--- config.mk ---
export PLATFORM = sky130hd
export DESIGN_NAME = time_set_controller_flat
export DESIGN_NICKNAME = d
export VERILOG_FILES = /design/src/rtl/time_set_controller_if.sv /design/src/rtl/time_set_controller.sv /design/src/flat_wrapper.sv
export SDC_FILE = /design/constraint.sdc
export NUM_CORES = 1
export LEC_CHECK = 0
export BUFFER_PORTS_ARGS = -buffer_cell sky130_fd_sc_hd__buf_2
export CORE_AREA = 2 2 112 114
export CTS_CLUSTER_SIZE = 20
export DETAILED_ROUTE_END_ITERATION = 6
export DIE_AREA = 0 0 114 116
export PLACE_DENSITY = 0.64
export SLEW_MARGIN = 20
export SYNTH_ARGS = -nofsm -noshare
export SYNTH_HDL_FRONTEND = slang
export SYNTH_SLANG_ARGS = --single-unit
export TNS_END_PERCENT = 1
--- constraint.sdc ---
create_clock -name clk -period 3.6 [get_ports clk]
set_input_delay 0.54 -clock clk [delete_from_list [all_inputs] [get_ports clk]]
set_output_delay 0.54 -clock clk [all_outputs]
set_load 0.05 [all_outputs]
--- src/rtl/time_set_controller_if.sv ---
// Signal bundle between the time-setting controller and its surroundings:
// registered button levels, current time from the core, and the edited time/commit outputs.
interface time_set_controller_if;
  logic       aumentar;
  logic       disminuir;
  logic       funct_select;
  logic [4:0] hour_in;
  logic [5:0] min_in;
  logic [5:0] sec_in;
  logic [4:0] hour_out;
  logic [5:0] min_out;
  logic [5:0] sec_out;
  logic [1:0] field;
  logic       config_active;
  logic       write_strobe;

  modport master (
    output aumentar, disminuir, funct_select, hour_in, min_in, sec_in,
    input  hour_out, min_out, sec_out, field, config_active, write_strobe
  );

  modport slave (
    input  aumentar, disminuir, funct_select, hour_in, min_in, sec_in,
    output hour_out, min_out, sec_out, field, config_active, write_strobe
  );
endinterface

--- src/rtl/time_set_controller.sv ---
// Hour/minute/second editing state machine with press edge detection, auto-repeat,
// inactivity abort and a one-cycle commit strobe towards the timekeeping core.
module time_set_controller #(
  parameter int unsigned REPEAT_DELAY = 50_000_000,
  parameter int unsigned REPEAT_RATE  = 10_000_000,
  parameter int unsigned TIMEOUT      = 500_000_000
) (
  input  logic                 clk,
  input  logic                 reset,
  time_set_controller_if.slave bus
);

  localparam int unsigned RPT_MAX = (REPEAT_DELAY > REPEAT_RATE) ? REPEAT_DELAY : REPEAT_RATE;
  localparam int RPT_W = (RPT_MAX > 1) ? $clog2(RPT_MAX) : 1;
  localparam int TO_W  = $clog2(TIMEOUT);

  // Encoding doubles as the field output code.
  typedef enum logic [1:0] {
    S_IDLE = 2'd0,
    S_HOUR = 2'd1,
    S_MIN  = 2'd2,
    S_SEC  = 2'd3
  } state_t;

  state_t           r_state;
  state_t           w_state_next;
  logic             r_prev_au;
  logic             r_prev_dis;
  logic             r_prev_fs;
  logic [RPT_W-1:0] r_rpt_cnt;
  logic             r_rpt_on;
  logic [TO_W-1:0]  r_to_cnt;
  logic [4:0]       r_hour;
  logic [5:0]       r_min;
  logic [5:0]       r_sec;
  logic             r_strobe;

  logic       w_press_au;
  logic       w_press_dis;
  logic       w_press_fs;
  logic       w_any_press;
  logic       w_cfg;
  logic       w_one_held;
  logic       w_rpt_tick;
  logic       w_step_up;
  logic       w_step_dn;
  logic       w_timeout;
  logic       w_snapshot;
  logic       w_strobe_next;
  logic [4:0] w_hour_next;
  logic [5:0] w_min_next;
  logic [5:0] w_sec_next;

  assign w_press_au  = bus.aumentar     & ~r_prev_au;
  assign w_press_dis = bus.disminuir    & ~r_prev_dis;
  assign w_press_fs  = bus.funct_select & ~r_prev_fs;
  assign w_any_press = w_press_au | w_press_dis | w_press_fs;
  assign w_cfg       = (r_state != S_IDLE);
  assign w_one_held  = bus.aumentar ^ bus.disminuir;

  // First tick after the initial hold delay, then one per repeat period.
  assign w_rpt_tick = w_cfg & w_one_held & ~w_press_au & ~w_press_dis &
                      (r_rpt_on ? (r_rpt_cnt == RPT_W'(REPEAT_RATE - 1))
                                : (r_rpt_cnt == RPT_W'(REPEAT_DELAY - 1)));

  // A field-advance press in the same cycle swallows any step.
  assign w_step_up = w_cfg & ~w_press_fs &
                     ((w_press_au & ~bus.disminuir) | (w_rpt_tick & bus.aumentar));
  assign w_step_dn = w_cfg & ~w_press_fs &
                     ((w_press_dis & ~bus.aumentar) | (w_rpt_tick & bus.disminuir));

  assign w_timeout = w_cfg & ~w_any_press & ~w_rpt_tick &
                     (r_to_cnt == TO_W'(TIMEOUT - 1));

  always_comb begin
    w_state_next  = r_state;
    w_snapshot    = 1'b0;
    w_strobe_next = 1'b0;
    case (r_state)
      S_IDLE: begin
        if (w_press_fs) begin
          w_state_next = S_HOUR;
          w_snapshot   = 1'b1;
        end
      end
      S_HOUR: begin
        if (w_press_fs)     w_state_next = S_MIN;
        else if (w_timeout) w_state_next = S_IDLE;
      end
      S_MIN: begin
        if (w_press_fs)     w_state_next = S_SEC;
        else if (w_timeout) w_state_next = S_IDLE;
      end
      S_SEC: begin
        if (w_press_fs) begin
          w_state_next  = S_IDLE;
          w_strobe_next = 1'b1;
        end else if (w_timeout) begin
          w_state_next = S_IDLE;
        end
      end
      default: w_state_next = S_IDLE;
    endcase
  end

  always_comb begin
    w_hour_next = r_hour;
    w_min_next  = r_min;
    w_sec_next  = r_sec;
    if (w_snapshot) begin
      w_hour_next = (bus.hour_in > 5'd23) ? 5'd0 : bus.hour_in;
      w_min_next  = (bus.min_in  > 6'd59) ? 6'd0 : bus.min_in;
      w_sec_next  = (bus.sec_in  > 6'd59) ? 6'd0 : bus.sec_in;
    end else if (w_step_up) begin
      case (r_state)
        S_HOUR:  w_hour_next = (r_hour == 5'd23) ? 5'd0 : r_hour + 5'd1;
        S_MIN:   w_min_next  = (r_min  == 6'd59) ? 6'd0 : r_min  + 6'd1;
        S_SEC:   w_sec_next  = (r_sec  == 6'd59) ? 6'd0 : r_sec  + 6'd1;
        default: ;
      endcase
    end else if (w_step_dn) begin
      case (r_state)
        S_HOUR:  w_hour_next = (r_hour == 5'd0) ? 5'd23 : r_hour - 5'd1;
        S_MIN:   w_min_next  = (r_min  == 6'd0) ? 6'd59 : r_min  - 6'd1;
        S_SEC:   w_sec_next  = (r_sec  == 6'd0) ? 6'd59 : r_sec  - 6'd1;
        default: ;
      endcase
    end
  end

  always_ff @(posedge clk or negedge reset) begin
    if (!reset) begin
      r_state <= S_IDLE;
    end else begin
      r_state <= w_state_next;
    end
  end

  always_ff @(posedge clk or negedge reset) begin
    if (!reset) begin
      r_prev_au  <= 1'b0;
      r_prev_dis <= 1'b0;
      r_prev_fs  <= 1'b0;
      r_rpt_cnt  <= '0;
      r_rpt_on   <= 1'b0;
      r_to_cnt   <= '0;
      r_hour     <= '0;
      r_min      <= '0;
      r_sec      <= '0;
      r_strobe   <= 1'b0;
    end else begin
      r_prev_au  <= bus.aumentar;
      r_prev_dis <= bus.disminuir;
      r_prev_fs  <= bus.funct_select;
      r_hour     <= w_hour_next;
      r_min      <= w_min_next;
      r_sec      <= w_sec_next;
      r_strobe   <= w_strobe_next;

      if (w_rpt_tick) begin
        r_rpt_cnt <= '0;
        r_rpt_on  <= 1'b1;
      end else if (!w_cfg || !w_one_held || w_press_au || w_press_dis) begin
        r_rpt_cnt <= '0;
        r_rpt_on  <= 1'b0;
      end else begin
        r_rpt_cnt <= r_rpt_cnt + 1'b1;
      end

      // Any activity or state entry restarts the inactivity window.
      if (w_state_next == S_IDLE || w_state_next != r_state || w_any_press || w_rpt_tick) begin
        r_to_cnt <= '0;
      end else begin
        r_to_cnt <= r_to_cnt + 1'b1;
      end
    end
  end

  assign bus.hour_out      = r_hour;
  assign bus.min_out       = r_min;
  assign bus.sec_out       = r_sec;
  assign bus.field         = r_state;
  assign bus.config_active = w_cfg;
  assign bus.write_strobe  = r_strobe;

endmodule

--- src/flat_wrapper.sv ---
// flat-port wrapper written by rule: the top's interface ports become plain ports
module time_set_controller_flat 
#(
  parameter int unsigned REPEAT_DELAY = 50_000_000,
  parameter int unsigned REPEAT_RATE  = 10_000_000,
  parameter int unsigned TIMEOUT      = 500_000_000
)
  (clk, reset, bus_aumentar, bus_disminuir, bus_funct_select, bus_hour_in, bus_min_in, bus_sec_in, bus_hour_out, bus_min_out, bus_sec_out, bus_field, bus_config_active, bus_write_strobe);
  time_set_controller_if bus_i ();
  input  logic clk;
  input  logic reset;
  input wire logic [$bits(bus_i.aumentar)-1:0] bus_aumentar;
  input wire logic [$bits(bus_i.disminuir)-1:0] bus_disminuir;
  input wire logic [$bits(bus_i.funct_select)-1:0] bus_funct_select;
  input wire logic [$bits(bus_i.hour_in)-1:0] bus_hour_in;
  input wire logic [$bits(bus_i.min_in)-1:0] bus_min_in;
  input wire logic [$bits(bus_i.sec_in)-1:0] bus_sec_in;
  output wire logic [$bits(bus_i.hour_out)-1:0] bus_hour_out;
  output wire logic [$bits(bus_i.min_out)-1:0] bus_min_out;
  output wire logic [$bits(bus_i.sec_out)-1:0] bus_sec_out;
  output wire logic [$bits(bus_i.field)-1:0] bus_field;
  output wire logic [$bits(bus_i.config_active)-1:0] bus_config_active;
  output wire logic [$bits(bus_i.write_strobe)-1:0] bus_write_strobe;
  assign bus_i.aumentar = bus_aumentar;
  assign bus_i.disminuir = bus_disminuir;
  assign bus_i.funct_select = bus_funct_select;
  assign bus_i.hour_in = bus_hour_in;
  assign bus_i.min_in = bus_min_in;
  assign bus_i.sec_in = bus_sec_in;
  assign bus_hour_out = bus_i.hour_out;
  assign bus_min_out = bus_i.min_out;
  assign bus_sec_out = bus_i.sec_out;
  assign bus_field = bus_i.field;
  assign bus_config_active = bus_i.config_active;
  assign bus_write_strobe = bus_i.write_strobe;
  time_set_controller #(.REPEAT_DELAY(REPEAT_DELAY), .REPEAT_RATE(REPEAT_RATE), .TIMEOUT(TIMEOUT)) u_core (.clk(clk), .reset(reset), .bus(bus_i));
endmodule
==> run metrics <==
CTS tree built; Max VDD drop 0.000202 V; Worst-Margin Slew 0.972 ns; CTS sink count 79; synthesized area per cell 9.12 um^2; EDFF count, synth 0; Main synth FF type dfrtp_1; Yosys Warn Count 0; Die W 114 um; Internal 0.00205 W; clk slew on worst S/H paths 0.06 ns; Hold-fix buffers, CTS 0; CTS resizes 0; max-cap viol count 0; Crit Path Category reg2reg; Final min period 2.84 ns; port buffer count 42; post-synthesis adder-cell area fraction 0.0267; WP data arrival 3.02 ns; net switching power 0.00142 W; Synth Area in Compound Gates 0.139; Syn Inst Count 513; Leakage 2.23 nW; RSZ-0062 raised after global routing false; DRT antenna net count 0; Worst-Skew Late Latency 0.33 ns; DP HPWL 7350 um; share of flip-flops with an asynchronous set or reset 1.00; fin util 0.451; routability cong. 0.877; number of global-route vias before repair 3867; Peak Freq 0.352 GHz; WL per Instance 15.0 um; Final Skew 0.00653 ns; Setup Fix Bufs, Post-CTS 0; most frequent cells in the layout dfrtp_1, nor2_1, nand2_1; post-synth net total 545; Iter 0 DRT Violations 323; Met3 Wirelength 378 um; synthesized area 4680 um^2; Core Rows 40; final setup vio count 0; pins over their slew limit 0; top sig layer met4; sequential-to-total area share from yosys stat 0.423; setup ws final 0.758 ns; Via density 5.61; placed cell areas 5040 um^2; drt total wl 10600 um; die height 116 um; share of layout cells above drive strength 1 0.148; antenna violations before repair 0; period utilization 0.789; area grow syn2layout 14.7%; initial core utilization 0.393; deepest clock path buffer count 2; Netlist cell types 61; register bit total from synthesis 79; pin count of the biggest net entering global routing 80; main combinational cell family by area after synthesis simple AND/OR/NAND/NOR gates; CP Capture Type flop; 1st-pass router iterations 5; CTS root buf clkbuf_16; switching power share of the total 0.409; Vias 3966; simple logic cell fraction of the synthesized area 0.250; fin area 5370 um^2; Worst setup SP type flop; CORE AREA 11900 um^2; Final Hold Fails 0; met2 WL 4890 um; pre-CTS WS 0.781 ns; commonest non-fill, non-tap cell in the layout dfrtp_1; Die ar. 13200 um^2; Sequential Power Share 0.351; I/O pin cnt 43; met1 wire length 5040 um; nets 587; status finished clean; worst hold path class in2async; post-synthesis xor/xnor area fraction 0.101; GR Overflow Total 0; power density over the cells 646 nW/um^2; first-pass GRT wire length 18100 um; Worst Path Required 3.78 ns; TritonCTS Buffers 9; gr usage total 0.170; clock share of power 0.283; Diodes inserted 0; setup_tns 0 ns; Gate power share 0.366; htree depth 3; mux share of post-synthesis cell area 0.0302; relative slew slack 0.346; drc violations 0; crit-path max FO 30
## metal layers
layer / global-route usage / vias to the layer above
met4: 0.0854 / 0
li1: - / 1914
met2: 0.275 / 101
met3: 0.0230 / 30
met1: 0.224 / 1921
met5: 0 / -
## Yosys cell counts, types with 2 or more instances
master	instances	area [um^2]
a211oi_1	7	52.6
and4_1	5	43.8
o2111a_1	2	22.5
o211ai_1	4	30.0
nand3b_1	7	52.6
nand3_1	29	145
a31oi_1	4	25.0
a41oi_1	2	17.5
inv_1	21	78.8
a22oi_1	5	37.5
a211oi_2	4	50.1
clkbuf_1	11	41.3
or3_1	3	18.8
nand4b_1	2	17.5
o31ai_1	4	30.0
nor2_1	73	274
or2_2	2	12.5
nor3_1	17	85.1
nand4_1	9	56.3
mux2i_1	4	40.0
a21oi_1	15	75.1
nor4bb_1	2	20.0
nor3b_1	2	15.0
and3_1	12	75.1
o22ai_1	3	18.8
a32o_1	3	30.0
xnor2_1	21	184
buf_4	2	15.0
mux2_2	7	78.8
nand2b_1	5	31.3
or4_1	2	15.0
xor2_1	33	289
and4b_1	2	20.0
ha_1	10	125
dfrtp_1	79	1980
nand2_1	49	184
nor4_1	4	25.0
o21ai_0	21	105
a22o_1	4	35.0
## sequential cells by signal, summed over array words and instances (netlist names)
| register | count |
|---|---|
| u_core.bus.write_strobe | 1 |
| u_core.bus.sec_out | 6 |
| u_core.bus.min_out | 6 |
| u_core.r_prev_au | 1 |
| u_core.bus.hour_out | 5 |
| u_core.r_rpt_cnt | 26 |
| u_core.r_rpt_on | 1 |
| u_core.r_prev_fs | 1 |
| u_core.r_prev_dis | 1 |
| u_core.r_to_cnt | 29 |
| u_core.bus.field | 2 |
## logic make-up (layout without fill, tap and decap cells)
logic type / count (synthesis) / count (layout)
AO/OA/AOI/OAI: 90 / 90
XOR/XNOR: 54 / 54
adder cells (fa/ha/maj): 10 / 10
buffers and inverters: 36 / 83
flip-flops: 79 / 79
multiplexers: 12 / 12
AND/OR/NAND/NOR: 232 / 232
## path summary, 6_finish.rpt
| path | slack, ns | end | cells past startpoint | start |
|---|---|---|---|---|
| max reg2reg | 0.76 | u_core.bus.hour_out[2] | 8 | u_core.r_rpt_cnt[14] |
| min | 0.21 | u_core.bus.sec_out[0] | 1 | reset |
| max in group asynchronous | 2.83 | u_core.r_to_cnt[25] | 1 | reset |
| max | 0.76 | u_core.bus.hour_out[2] | 8 | u_core.r_rpt_cnt[14] |
| min in group clk | 0.37 | u_core.r_prev_fs | 1 | bus_funct_select |
| min reg2reg | 0.49 | u_core.r_to_cnt[0] | 1 | u_core.r_to_cnt[0] |
## metrics by stage
stage,hold WS (ns),std cells,total power [W]
finish,0.211,707,0.00347
global route,0.317,707,0.00368
CTS,0.364,707,0.00349
detailed placement,0.486,691,0.00250
global placement,0.472,691,0.00247
floorplan,0.244,513,0.00217
## critical path, stage by stage (launching register included)
cell,delay (ns)
dfrtp_1,0.43
or4_1,0.54
nor3_1,0.29
o211ai_1,0.24
a21oi_2,0.18
buf_4,0.32
mux2_2,0.39
a32oi_1,0.20
o22ai_1,0.09
## area by class of cell
cell class / count / area [um^2]
clock buffers: 11 / 243
clock inverters: 5 / 81.3
fillers: 1130 / 6540
inverters: 21 / 78.8
multi-input cells: 398 / 2560
flip-flops and latches: 79 / 1980
well taps: 147 / 184
repair buffers: 46 / 246
## power by group through the flow
stage	sequential (W)	combinational, W	clock (W)
global placement	0.00122	0.00124	0
global route	0.00124	0.00140	0.00105
detailed placement	0.00123	0.00127	0
CTS	0.00121	0.00127	0.00101
floorplan	0.00147	0.000706	0
finish	0.00122	0.00127	0.000983
(Power assumes the default switching activity.)
